[config.mk]
export PLATFORM = sky130hd
export DESIGN_NAME = core_bus_arb_flat
export DESIGN_NICKNAME = d
export VERILOG_FILES = /design/src/rtl/core_bus_arb_pkg.sv /design/src/rtl/core_bus_arb_if.sv /design/src/rtl/core_bus_arb_pick.sv /design/src/rtl/core_bus_arb.sv /design/src/flat_wrapper.sv
export SDC_FILE = /design/constraint.sdc
export NUM_CORES = 1
export LEC_CHECK = 0
export BUFFER_PORTS_ARGS = -buffer_cell sky130_fd_sc_hd__buf_2
export CORE_AREA = 2 2 157 159
export DETAILED_ROUTE_END_ITERATION = 6
export DIE_AREA = 0 0 159 161
export SLEW_MARGIN = 20
export SYNTH_ARGS = -nofsm -noshare
export SYNTH_HDL_FRONTEND = slang
export SYNTH_SLANG_ARGS = --single-unit
[constraint.sdc]
create_clock -name clk -period 2.2 [get_ports clk]
set_input_delay 0.11 -clock clk [delete_from_list [all_inputs] [get_ports clk]]
set_output_delay 0.11 -clock clk [all_outputs]
set_load 0.005 [all_outputs]
[src/rtl/core_bus_arb_pkg.sv]
// core_bus_arb_pkg: shared encodings, command type and helpers for the memory-bus arbiter
package core_bus_arb_pkg;
  localparam int ADDR_W = 32;
  localparam logic HOLD_ENABLE = 1'b1;
  localparam logic HOLD_DISABLE = 1'b0;
  localparam logic [1:0] GRANT_NONE = 2'd0;
  localparam logic [1:0] GRANT_M0 = 2'd1;
  localparam logic [1:0] GRANT_M1 = 2'd2;
  localparam logic [1:0] GRANT_M2 = 2'd3;
  localparam logic [0:0] ARB_IDLE = 1'b0;
  localparam logic [0:0] ARB_BUSY = 1'b1;
  typedef struct packed {
    logic we;
    logic [ADDR_W-1:0] addr;
    logic [31:0] wdata;
  } bus_cmd_t;
  function automatic logic [31:0] gate32(input logic en, input logic [31:0] v);
    return en ? v : '0;
  endfunction
endpackage

[src/rtl/core_bus_arb_if.sv]
// core_bus_arb_if: one master-side req/ack memory channel
interface core_bus_arb_if;
  import core_bus_arb_pkg::*;
  logic req;
  logic we;
  logic [ADDR_W-1:0] addr;
  logic [31:0] wdata;
  logic [31:0] rdata;
  logic ack;
  logic err;
  modport master (output req, we, addr, wdata, input rdata, ack, err);
  modport slave (input req, we, addr, wdata, output rdata, ack, err);
endinterface

[src/rtl/core_bus_arb_pick.sv]
// core_bus_arb_pick: combinational priority picker, m0 > m2 > m1 unless m1 is promoted
module core_bus_arb_pick
  import core_bus_arb_pkg::*;
(
  input  logic [2:0] req,
  input  logic       promote,
  output logic [1:0] grant
);
  always_comb grant = (promote && req[1]) ? GRANT_M1 :
                      req[0] ? GRANT_M0 :
                      req[2] ? GRANT_M2 :
                      req[1] ? GRANT_M1 : GRANT_NONE;
endmodule

[src/rtl/core_bus_arb.sv]
// core_bus_arb: three-master req/ack arbiter onto the single slave bus with timeout and fetch anti-starvation
module core_bus_arb
  import core_bus_arb_pkg::*;
#(
  parameter int STARVE_LIMIT = 8,
  parameter int TIMEOUT = 64
) (
  input  logic              clk,
  input  logic              rst,
  core_bus_arb_if.slave     m0,
  core_bus_arb_if.slave     m1,
  core_bus_arb_if.slave     m2,
  output logic              s_req,
  output logic              s_we,
  output logic [ADDR_W-1:0] s_addr,
  output logic [31:0]       s_wdata,
  input  logic [31:0]       s_rdata,
  input  logic              s_ack,
  output logic              hold_flag_out
);
  localparam int STV_W = $clog2(STARVE_LIMIT + 1);
  localparam int TMO_W = TIMEOUT > 0 ? $clog2(TIMEOUT + 1) : 1;
  localparam logic [STV_W-1:0] STV_MAX = STV_W'(STARVE_LIMIT);
  localparam logic [TMO_W-1:0] TMO_LAST = TMO_W'(TIMEOUT > 0 ? TIMEOUT - 1 : 0);
  logic [0:0] state;
  logic [1:0] grant, win;
  bus_cmd_t cmd, win_cmd;
  logic [TMO_W-1:0] tmo_cnt;
  logic [STV_W-1:0] starve_cnt;
  logic busy, tmo_hit, done, promote;
  logic ack0, ack1, ack2;
  core_bus_arb_pick u_pick (
    .req({m2.req, m1.req, m0.req}),
    .promote(promote),
    .grant(win)
  );
  always_comb begin
    busy = state == ARB_BUSY;
    promote = starve_cnt == STV_MAX;
    tmo_hit = busy && (TIMEOUT != 0) && tmo_cnt == TMO_LAST && !s_ack;
    done = busy && (s_ack || tmo_hit);
    win_cmd = win == GRANT_M1 ? {m1.we, m1.addr, m1.wdata} :
              win == GRANT_M2 ? {m2.we, m2.addr, m2.wdata} :
                                {m0.we, m0.addr, m0.wdata};
    s_req = busy;
    s_we = busy && cmd.we;
    s_addr = busy ? cmd.addr : '0;
    s_wdata = busy ? cmd.wdata : '0;
    ack0 = done && grant == GRANT_M0;
    ack1 = done && grant == GRANT_M1;
    ack2 = done && grant == GRANT_M2;
  end
  // s_ack beats a coincident timeout, so rdata passes only on a real slave ack
  always_comb begin
    m0.ack = ack0;
    m1.ack = ack1;
    m2.ack = ack2;
    m0.err = ack0 && tmo_hit;
    m1.err = ack1 && tmo_hit;
    m2.err = ack2 && tmo_hit;
    m0.rdata = gate32(ack0 && s_ack, s_rdata);
    m1.rdata = gate32(ack1 && s_ack, s_rdata);
    m2.rdata = gate32(ack2 && s_ack, s_rdata);
    hold_flag_out = ((m0.req && !ack0) || (m1.req && !ack1)) ? HOLD_ENABLE : HOLD_DISABLE;
  end
  always_ff @(posedge clk or posedge rst)
    if (rst) begin
      state <= ARB_IDLE;
      grant <= GRANT_NONE;
      cmd <= '0;
      tmo_cnt <= '0;
    end else if (!busy) begin
      if (win != GRANT_NONE) begin
        state <= ARB_BUSY;
        grant <= win;
        cmd <= win_cmd;
        tmo_cnt <= '0;
      end
    end else if (done) begin
      state <= ARB_IDLE;
      grant <= GRANT_NONE;
    end else
      tmo_cnt <= tmo_cnt + TMO_W'(tmo_cnt != '1);
  always_ff @(posedge clk or posedge rst)
    if (rst)
      starve_cnt <= '0;
    else if (!busy && win == GRANT_M1)
      starve_cnt <= '0;
    else if (m1.req && grant != GRANT_M1 && !promote)
      starve_cnt <= starve_cnt + STV_W'(1);
endmodule

[src/flat_wrapper.sv]
// flat-port wrapper written by rule: the top's interface ports become plain ports
module core_bus_arb_flat import core_bus_arb_pkg::*;
#(
  parameter int STARVE_LIMIT = 8,
  parameter int TIMEOUT = 64
)
  (clk, rst, s_req, s_we, s_addr, s_wdata, s_rdata, s_ack, hold_flag_out, m0_req, m0_we, m0_addr, m0_wdata, m0_rdata, m0_ack, m0_err, m1_req, m1_we, m1_addr, m1_wdata, m1_rdata, m1_ack, m1_err, m2_req, m2_we, m2_addr, m2_wdata, m2_rdata, m2_ack, m2_err);
  core_bus_arb_if m0_i ();
  core_bus_arb_if m1_i ();
  core_bus_arb_if m2_i ();
  input  logic clk;
  input  logic rst;
  output logic s_req;
  output logic s_we;
  output logic [ADDR_W-1:0] s_addr;
  output logic [31:0] s_wdata;
  input  logic [31:0] s_rdata;
  input  logic s_ack;
  output logic hold_flag_out;
  input wire logic [$bits(m0_i.req)-1:0] m0_req;
  input wire logic [$bits(m0_i.we)-1:0] m0_we;
  input wire logic [$bits(m0_i.addr)-1:0] m0_addr;
  input wire logic [$bits(m0_i.wdata)-1:0] m0_wdata;
  output wire logic [$bits(m0_i.rdata)-1:0] m0_rdata;
  output wire logic [$bits(m0_i.ack)-1:0] m0_ack;
  output wire logic [$bits(m0_i.err)-1:0] m0_err;
  input wire logic [$bits(m1_i.req)-1:0] m1_req;
  input wire logic [$bits(m1_i.we)-1:0] m1_we;
  input wire logic [$bits(m1_i.addr)-1:0] m1_addr;
  input wire logic [$bits(m1_i.wdata)-1:0] m1_wdata;
  output wire logic [$bits(m1_i.rdata)-1:0] m1_rdata;
  output wire logic [$bits(m1_i.ack)-1:0] m1_ack;
  output wire logic [$bits(m1_i.err)-1:0] m1_err;
  input wire logic [$bits(m2_i.req)-1:0] m2_req;
  input wire logic [$bits(m2_i.we)-1:0] m2_we;
  input wire logic [$bits(m2_i.addr)-1:0] m2_addr;
  input wire logic [$bits(m2_i.wdata)-1:0] m2_wdata;
  output wire logic [$bits(m2_i.rdata)-1:0] m2_rdata;
  output wire logic [$bits(m2_i.ack)-1:0] m2_ack;
  output wire logic [$bits(m2_i.err)-1:0] m2_err;
  assign m0_i.req = m0_req;
  assign m0_i.we = m0_we;
  assign m0_i.addr = m0_addr;
  assign m0_i.wdata = m0_wdata;
  assign m0_rdata = m0_i.rdata;
  assign m0_ack = m0_i.ack;
  assign m0_err = m0_i.err;
  assign m1_i.req = m1_req;
  assign m1_i.we = m1_we;
  assign m1_i.addr = m1_addr;
  assign m1_i.wdata = m1_wdata;
  assign m1_rdata = m1_i.rdata;
  assign m1_ack = m1_i.ack;
  assign m1_err = m1_i.err;
  assign m2_i.req = m2_req;
  assign m2_i.we = m2_we;
  assign m2_i.addr = m2_addr;
  assign m2_i.wdata = m2_wdata;
  assign m2_rdata = m2_i.rdata;
  assign m2_ack = m2_i.ack;
  assign m2_err = m2_i.err;
  core_bus_arb #(.STARVE_LIMIT(STARVE_LIMIT), .TIMEOUT(TIMEOUT)) u_core (.clk(clk), .rst(rst), .m0(m0_i), .m1(m1_i), .m2(m2_i), .s_req(s_req), .s_we(s_we), .s_addr(s_addr), .s_wdata(s_wdata), .s_rdata(s_rdata), .s_ack(s_ack), .hold_flag_out(hold_flag_out));
endmodule
==> impl_metrics.ini, run 1 <==
[status]
status = finished, final reports clean

[cts]
root_buffer = clkbuf_16
clock_latency_ns = 0.33
cts_tree = built
cts_inserted_buffers = 9
cts_setup_buffers = 0
cts.sinks = 79
htree_levels = 3
clk_pin_slew_worst_paths_ns = 0.06
clockBufferDepth = 2

[global_route]
track_usage_pct = 18.1
grt_pass1_vias = 6402
antenna_found_initial = 7
grt_pass1_wl_um = 36000
grt_overflow = 0
grt_max_degree = 44

[timing]
relSlewSlack_pct = 61.7
timing.final.crit_share_pct = 90.8
rsz0062_at_grt = no
hold_viol_final = 0
setup_tns_ns = 0
maxSlewViolCount = 0
fmax_ghz = 0.501
finalSetupViolations = 0
finalClockSkew_ns = 0.00585
tightest_slew_ns = 0.574
setup_slack_ns = 0.202
finalCriticalPeriod_ns = 2.00

[drt]
firstDrtPassIters = 5
first_iter_violations = 432
num_vias = 6398
drc = 0
drt_wl_total_um = 24100
drt.antenna.violating_nets = 0
wire_per_inst_um = 17.4
vias_per_cell = 4.62

[floorplanning]
core_um2 = 24000
ios = 402
die-area_um2 = 25600
start_util_pct = 22.7
rows = 57
dieHeight_um = 161
dieWidth_um = 159

[placement]
port_buffers = 401
dp_slack_ns = 0.204
place_area_um2 = 7790
gp_congestion = 0.887
placed_cells = 1333
hpwl_um = 18600

[critical_path]
crit_path_max_incr_delay_ns = 0.39
path_max_fanout = 25
arrival_ns = 2.25
crit_slowest_cell = dfrtp_1
worstSetupStartpoint = u_core.starve_cnt[0]
reg2reg_from = u_core.starve_cnt[0]
required_ns = 2.45
critPathKind = reg -> reg
end_kind = register
r2r_cells = 7
cp-start-kind = register
crit_chain = inv_1 -> ha_1 -> and4b_1 -> a21o_2 -> buf_4 -> a222oi_1 -> a21oi_1

[flow_run]
max-cap-violations = 0

[power_and_ir_drop]
max-vdd-ir-drop_uv = 381
p_leak_nw = 4.33
p_per_area_nw_per_um2 = 935

[logic_synthesis]
yosys.area_share.simple_pct = 32.2
synth.mux.area_fraction_pct = 0.184
ys_seq_area_share_pct = 36.3
synth_top_area_share_pct = 36.3
yosys.cell_types.count = 43
syn-num-nets = 877
synth-xor-area-share_pct = 0.643
synth_compound_area_share_pct = 23.7
synth_seq_cells = 79
ys_warn_count = 0
postSynthCellCount = 640
synth_top_family_by_area = simple AND/OR/NAND/NOR gates
syn_area_um2 = 5450
avgSynthCellArea_um2 = 8.52
synth-adder-area-share_pct = 0.918
ys_top_cells_by_area = dfrtp_1, and2_1, a221oi_2
yosys.area.top_type = dfrtp_1

[finish]
area.growth.synth_to_final_pct = 54.6
nets = 1291
design_area_um2 = 8430
fillers = 2540
final_cell_mix = buf_2, and2_1, nand2_1, dfrtp_1, nor2_1
layout-drive-gt1-share_pct = 45.7
layout_commonest_cell = buf_2
fin_cells = 1386

[worst_hold_path]
hp-class = in -> reg
min_from = m0_addr[0]
whs_path_depth = 3
-- per-layer routing --
metal  GRT usage [%]  vias to the layer above  routed length, um
li1                -                     3051                  -
met1            22.0                     2973               9900
met2            31.7                      339              11700
met3            4.44                       31               2060
met4            4.96                        4                479
met5               0                        -                 25
-- synth_stat cells (all sizes together) --
| cell type | number |
|---|---|
| nand4 | 5 |
| a21oi | 9 |
| o22a | 3 |
| and4 | 1 |
| ha | 4 |
| xor2 | 3 |
| buf | 27 |
| o21a | 1 |
| nand2b | 2 |
| a31oi | 19 |
| a221o | 1 |
| nor2b | 2 |
| and4b | 1 |
| clkbuf | 27 |
| o41ai | 1 |
| o21ai | 46 |
| o22ai | 19 |
| a21o | 1 |
| xnor2 | 1 |
| or3 | 1 |
| and2 | 167 |
| o31ai | 3 |
| nand2 | 84 |
| nand4b | 1 |
| a221oi | 39 |
| o211ai | 4 |
| dfrtp | 79 |
| a31o | 2 |
| nor2 | 61 |
| nand3b | 2 |
| nand3 | 6 |
| mux2i | 1 |
| nor3 | 1 |
| o311ai | 1 |
| a222oi | 6 |
| inv | 8 |
| and3 | 1 |
-- stage by stage --
step           total power (W)  hold WS [ns]  utilization (%)
2_1_floorplan          0.00477         0.232                -
3_3_place_gp           0.00633         0.189             32.5
3_5_place_dp           0.00640         0.186             32.5
4_1_cts                0.00799       0.00510             35.1
5_1_grt                0.00849        0.0191             35.1
6_report               0.00788        0.0296             35.2
-- kinds of logic (layout without fill, tap and decap cells) --
logic type / after synthesis / in the layout
compound gates: 155 / 155
xor+xnor: 4 / 4
fa+ha+maj: 4 / 4
buf+inv: 62 / 481
flops: 79 / 79
mux: 1 / 1
other cells: 0 / 3
simple gates: 335 / 335
-- critical path: cells and delay by family, from the launching register on --
kind                       cells  cell delay, ns
adders and majority gates      1            0.23
and+or+nand+nor                1            0.36
AOI/OAI and AO/OA              3            0.47
buffers and inverters          2            0.44
DFF                            1            0.39
-- flip-flops by register name (all words and copies together) (netlist names) --
name / count
u_core.tmo_cnt: 7
u_core.cmd: 65
u_core.grant: 2
u_core.s_req: 1
u_core.starve_cnt: 4
-- final timing paths --
| check | slack, ns | endpoint |
|---|---|---|
| worst max-delay path | 0.20 | u_core.cmd[48] |
| worst min-delay path | 0.03 | u_core.cmd[32] |
| worst max register to register | 0.20 | u_core.cmd[48] |
| worst min register to register | 0.50 | u_core.cmd[53] |
| max in group asynchronous | 1.20 | u_core.cmd[57] |
| min in group asynchronous | 0.38 | u_core.cmd[24] |
-- repair_timing --
action                    4_1_cts  5_1_grt
resized for setup               0        0
hold buffers                   34        0
hold endpoints to repair       59        0
-- where the power goes --
part	switching [W]	internal (W)
registers	0.000368	0.00212
clock network	0.000608	0.000880
logic	0.00206	0.00184
total	0.00303	0.00485
-- final cells by class --
cell class	instances	area, um^2	area share (%)
Timing Repair Buffer	457	2560	30.4
Inverter	8	31.3	0.371
Sequential cell	79	1980	23.5
Clock buffer	11	233	2.76
Clock inverter	5	58.8	0.698
Antenna cell	3	7.51	0.0891
Multi-Input combinational cell	499	3150	37.4
Tap cell	324	405	4.81
No activity file was read; power rests on OpenSTA's default activity.
==> run 2: changes to the inputs <==
- SYNTH_HIERARCHICAL: unset -> 1
==> run 2 against run 1 <==
Clock-buffer cell count shrank 2. Largest cell class unchanged. Die area is the same. Highest routed layer is now met4. Final area shrank 0.31%.
==> impl_metrics.ini, run 2 <==
[finish]
layout-drive-gt1-share_pct = 41.3
area.growth.synth_to_final_pct = 51.5
largestRegisters = u_core/cmd (65), u_core/tmo_cnt (7), u_core/starve_cnt (4)
nets = 1330
layout_commonest_cell = buf_2
final_cell_mix = buf_2, and2_1, dfrtp_1, nor2_1, nand2_1
largest_reg_flops = 65
design_area_um2 = 8400
post-route-util_pct = 35.1
fillers = 2586
regMostFlops = u_core/cmd

[timing]
timing.final.crit_share_pct = 92.4
rsz0062_at_grt = yes
relSlewSlack_pct = 52.3
maxSlewViolCount = 0
finalCriticalPeriod_ns = 2.03
finalSetupViolations = 0
setup_tns_ns = 0
tightest_slew_ns = 0.716
hold_viol_final = 0
fmax_ghz = 0.492
finalClockSkew_ns = 0.0128

[cts]
root_buffer = clkbuf_16
htree_levels = 3
cts_tree = built
cts_inserted_buffers = 9
clk_pin_slew_worst_paths_ns = 0.06
cts.sinks = 79
clockBufferDepth = 2
clock_latency_ns = 0.34

[global_route]
track_usage_pct = 16.0
grt_overflow = 0
grt_pass1_vias = 6090
antenna_found_initial = 7
grt_pass1_wl_um = 32400
grt_max_degree = 91

[logic_synthesis]
syn_area_um2 = 5550
synth_seq_cells = 79
async_flop_share_pct = 100
yosys.cell_types.count = 38
postSynthCellCount = 713
ys_warn_count = 6
syn-num-nets = 950
synth.top_cells.by_count = and2_1, dfrtp_1, nand2_1, nor2_1, a21oi_1
yosysMostFrequentCell = and2_1
ys_seq_area_share_pct = 35.6
synth_top_area_share_pct = 35.6
avgSynthCellArea_um2 = 7.78
yosys.area.top_type = dfrtp_1
synth_edf_count = 0
synth_top_flop_cell = dfrtp_1
ys_top_cells_by_area = dfrtp_1, and2_1, mux2i_1

[drt]
vias_per_cell = 4.38
wire_per_inst_um = 15.0
first_iter_violations = 250
num_vias = 6248
drc = 0
drt.antenna.violating_nets = 0
firstDrtPassIters = 4
drt_wl_total_um = 21300

[power_and_ir_drop]
power.total_w = 0.00778
p_leak_nw = 4.74
combPwrFrac_pct = 49.2
p_int_w = 0.00475
p_switching_w = 0.00304
switching_share_pct = 39.0
p_per_area_nw_per_um2 = 926
pwr-share-clk_pct = 18.9
seqPwrFrac_pct = 31.9
max-vdd-ir-drop_uv = 348

[placement]
place_area_um2 = 7990
gp_congestion = 0.867
port_buffers = 401
hpwl_um = 16600

[critical_path]
required_ns = 2.39
critPathKind = reg -> reg
end_kind = register
ff2ff_setup_slack_ns = 0.17
arrival_ns = 2.23
cp-start-kind = register
path_max_fanout = 31

[floorplanning]
core_um2 = 24000
die-area_um2 = 25600
rows = 57
dieWidth_um = 159
ios = 402
start_util_pct = 23.1
dieHeight_um = 161

[status]
status = finished, final reports clean

[worst_hold_path]
hp-class = in -> reg

[flow_run]
max-cap-violations = 0
-- run 2: cell count changes in the layout (fill, tap and decap cells not counted), sizes merged, moves of 15 or more --
cell	change
mux2i	+65
a21oi	+60
a221oi	-39
dlygate4sd3	-33
o21ai	+23
a31oi	-18
nor2	+15
-- run 2: cell type report --
| cell class | count | area, um^2 | area share [%] |
|---|---|---|---|
| antenna | 6 | 15.0 | 0.179 |
| clock buffer | 9 | 225 | 2.68 |
| sequential | 79 | 1980 | 23.6 |
| tap | 324 | 405 | 4.83 |
| clock inverter | 6 | 62.6 | 0.745 |
| inverter | 12 | 46.3 | 0.551 |
| multi-input combinational | 567 | 3330 | 39.6 |
| timing repair buffer | 424 | 2340 | 27.8 |
-- run 2: worst paths after layout --
kind	start	endpoint	depth (start not counted)
hold reg to reg	u_core/cmd[36]	u_core/cmd[36]	2
setup reg to reg	u_core/starve_cnt[0]	u_core/cmd[28]	11
max in group asynchronous	rst	u_core/s_req	4
setup / recovery	u_core/starve_cnt[0]	u_core/cmd[28]	11
min in group asynchronous	rst	u_core/cmd[29]	3
hold / removal	m0_wdata[27]	u_core/cmd[27]	3
-- run 2: through the flow --
step | std cells | hold slack, ns | setup slack (ns)
2_1_floorplan | 713 | 0.255 | 0.0666
3_3_place_gp | 1401 | 0.196 | 0.147
3_5_place_dp | 1401 | 0.193 | 0.0829
4_1_cts | 1417 | 0.0349 | 0.0809
5_1_grt | 1423 | 0.0434 | -0.0148
6_report | 1427 | 0.0464 | 0.167
-- run 2: cell families after synthesis --
| logic type | after synthesis | share of synthesized area, % |
|---|---|---|
| AOI/OAI and AO/OA | 151 | 14.1 |
| adders and majority gates | 4 | 0.902 |
| buffers and inverters | 67 | 5.19 |
| xor gates and xnor gates | 3 | 0.474 |
| and+or+nand+nor | 343 | 31.8 |
| muxes | 66 | 11.9 |
| DFF | 79 | 35.6 |
-- run 2: power groups by stage --
stage | registers [W] | logic [W] | clock network (W)
after global placement | 0.00248 | 0.00379 | 0
after floorplan | 0.00238 | 0.00226 | 0
after global routing | 0.00258 | 0.00432 | 0.00161
after detailed placement | 0.00250 | 0.00382 | 0
after CTS | 0.00248 | 0.00382 | 0.00155
final | 0.00249 | 0.00383 | 0.00147
-- run 2: per-layer routing --
layer	wire length (um)	up-vias	GRT usage, %
li1	-	3118	-
met4	624	0	6.74
met5	0	-	0
met3	1290	34	3.11
met1	8370	2829	17.4
met2	11100	267	30.2
-- run 2: worst max-delay path, stage by stage, from the launching register on --
cell	delay [ns]
dfrtp_1	0.36
inv_1	0.07
ha_1	0.19
nand3b_1	0.12
inv_1	0.07
nand2_2	0.09
o21a_4	0.19
buf_16	0.23
mux2i_1	0.26
nor2_1	0.07
a21oi_1	0.13
o21ai_0	0.08
-- run 2: repair_timing --
item | CTS | global route
buffers inserted | 0 | 2
endpoints found under the hold margin | 28 | 0
setup endpoints to repair | 1 | 108
hold buffers | 1 | 0
resized for setup | 1 | 13
gates cloned | 0 | 2
==> run 3: changes to the inputs <==
- CORE_AREA: 2 2 157 159 -> 2 2 158 160
- DIE_AREA: 0 0 159 161 -> 0 0 160 162
- clock period: 2.2 -> 2.15 ns (I/O delays scaled with it)
==> run 3 against run 2 <==
Sequential cell count stayed put. Clock power is 10% higher. Largest power group unchanged. Sequential share of layout area is 0.52 points lower. Sequential power is 2% higher. Via count is 1.8% higher. Register-to-register slack worse by 0.08 ns. Final area is 2.3% higher. Critical path depth is 5 lower. Die area is 1.3% higher. First-iteration DRC count is 14% lower. Clock skew is 0.0046 ns lower.
==> impl_metrics.ini, run 3 (same netlist as run 2, synthesis figures left out) <==
[status]
status = finished, final reports clean

[placement]
dp_slack_ns = -0.0188
hpwl_um = 16800
placed_cells = 1403
port_buffers = 401
gp_congestion = 0.884

[finish]
final_cell_mix = buf_2, and2_1, dfrtp_1, nor2_1, nand2_1
post-route-util_pct = 35.6
layout_commonest_cell = buf_2
largest_reg_flops = 65
fin_cells = 1436
regMostFlops = u_core/cmd
largestRegisters = u_core/cmd (65), u_core/tmo_cnt (7), u_core/starve_cnt (4)
area.growth.synth_to_final_pct = 54.9
layout-drive-gt1-share_pct = 42.5
nets = 1342

[timing]
tightest_slew_ns = 0.517
fmax_ghz = 0.485
setup_slack_ns = 0.0866
finalCriticalPeriod_ns = 2.06
setup_tns_ns = 0
finalSetupViolations = 0
timing.final.crit_share_pct = 96.0
relSlewSlack_pct = 65.5
maxSlewViolCount = 0
hold_viol_final = 0
rsz0062_at_grt = yes
finalClockSkew_ns = 0.00820

[flow_run]
max-cap-violations = 0

[cts]
clk_pin_slew_worst_paths_ns = 0.07
clockBufferDepth = 2
htree_levels = 3
cts_tree = built
clock_latency_ns = 0.34
cts.sinks = 79
root_buffer = clkbuf_16
cts_inserted_buffers = 9

[power_and_ir_drop]
max-vdd-ir-drop_uv = 403
p_int_w = 0.00500
power.total_w = 0.00822
seqPwrFrac_pct = 31.0
p_switching_w = 0.00322
combPwrFrac_pct = 49.2
switching_share_pct = 39.2
p_per_area_nw_per_um2 = 957
p_leak_nw = 4.81
pwr-share-clk_pct = 19.8

[global_route]
grt_overflow = 0
antenna_found_initial = 6
grt_max_degree = 92
grt_pass1_vias = 6070
grt_pass1_wl_um = 32500
track_usage_pct = 15.8

[drt]
drt.antenna.violating_nets = 0
first_iter_violations = 215
drt_wl_total_um = 22100
vias_per_cell = 4.43
num_vias = 6358
wire_per_inst_um = 15.4
firstDrtPassIters = 4
drc = 0

[critical_path]
end_kind = primary output
cp-start-kind = register
path_max_fanout = 32
critPathKind = reg -> out
required_ns = 2.04
ff2ff_setup_slack_ns = 0.09
arrival_ns = 1.96

[floorplanning]
dieWidth_um = 160
dieHeight_um = 162
rows = 57
die-area_um2 = 25900
core_um2 = 24100
ios = 402
start_util_pct = 23.0

[worst_hold_path]
hp-class = in -> reg
[run 3: cell types whose count changed in the layout (fill, tap and decap cells not counted), moves of 3 or more]
cell,change
buf_4,+11
clkinv_2,-3
diode_2,-4
mux2i_1,-5
mux2i_2,+4
o21ai_0,-3
o21ai_1,+3
[run 3: area by class of cell]
type	count	area, um^2
multi-input combinational	567	3350
clock inverter	6	75.1
tap	324	405
sequential	79	1980
antenna	2	5.00
clock buffer	10	239
timing repair buffer	436	2480
inverter	12	46.3
fill	2593	15500
[run 3: what timing repair did]
action	CTS	global route
setup buffers	0	10
hold buffers	1	0
endpoints found under the hold margin	79	0
pin swaps	0	1
cloned	0	4
gates resized for setup	1	17
endpoints found under the setup margin	4	51
[run 3: power by group through the flow]
stage / logic, W / registers, W / clock network [W]
floorplan: 0.00231 / 0.00244 / 0
global placement: 0.00390 / 0.00255 / 0
detailed placement: 0.00395 / 0.00257 / 0
CTS: 0.00396 / 0.00256 / 0.00171
global route: 0.00455 / 0.00266 / 0.00175
finish: 0.00405 / 0.00255 / 0.00162
[run 3: critical path, cell delays in order (launching register included)]
cell and delay [ns]:
dfrtp_1 0.42, nand2b_1 0.18, or2_2 0.31, nor2_2 0.08
buf_4 0.26, and2_1 0.23, buf_2 0.14
[run 3: worst paths after layout]
check,endpoint,cells past startpoint,start
setup / recovery,m0_rdata[24],6,u_core/grant[1]
setup reg to reg,u_core/cmd[34],12,u_core/starve_cnt[0]
hold reg to reg,u_core/cmd[57],2,u_core/cmd[57]
max in group asynchronous,u_core/s_req,4,rst
min in group asynchronous,u_core/cmd[31],4,rst
hold / removal,u_core/cmd[26],3,m0_wdata[26]
[run 3: per-stage QoR]
stage / hold slack (ns) / cell area (um^2)
after floorplan: 0.250 / 5550
after global placement: 0.238 / 8030
after detailed placement: 0.242 / 8030
after CTS: 0.0251 / 8360
after global routing: 0.0443 / 8590
final: 0.0423 / 8590
[run 3: routing by layer]
| metal | share of wire, % | global-route usage, % | wire [um] |
|---|---|---|---|
| met1 | 39 | 17.0 | 8580 |
| met2 | 51 | 29.6 | 11300 |
| met3 | 6.4 | 3.19 | 1420 |
| met4 | 3.8 | 7.82 | 832 |
| met5 | 0.041 | 0 | 9 |
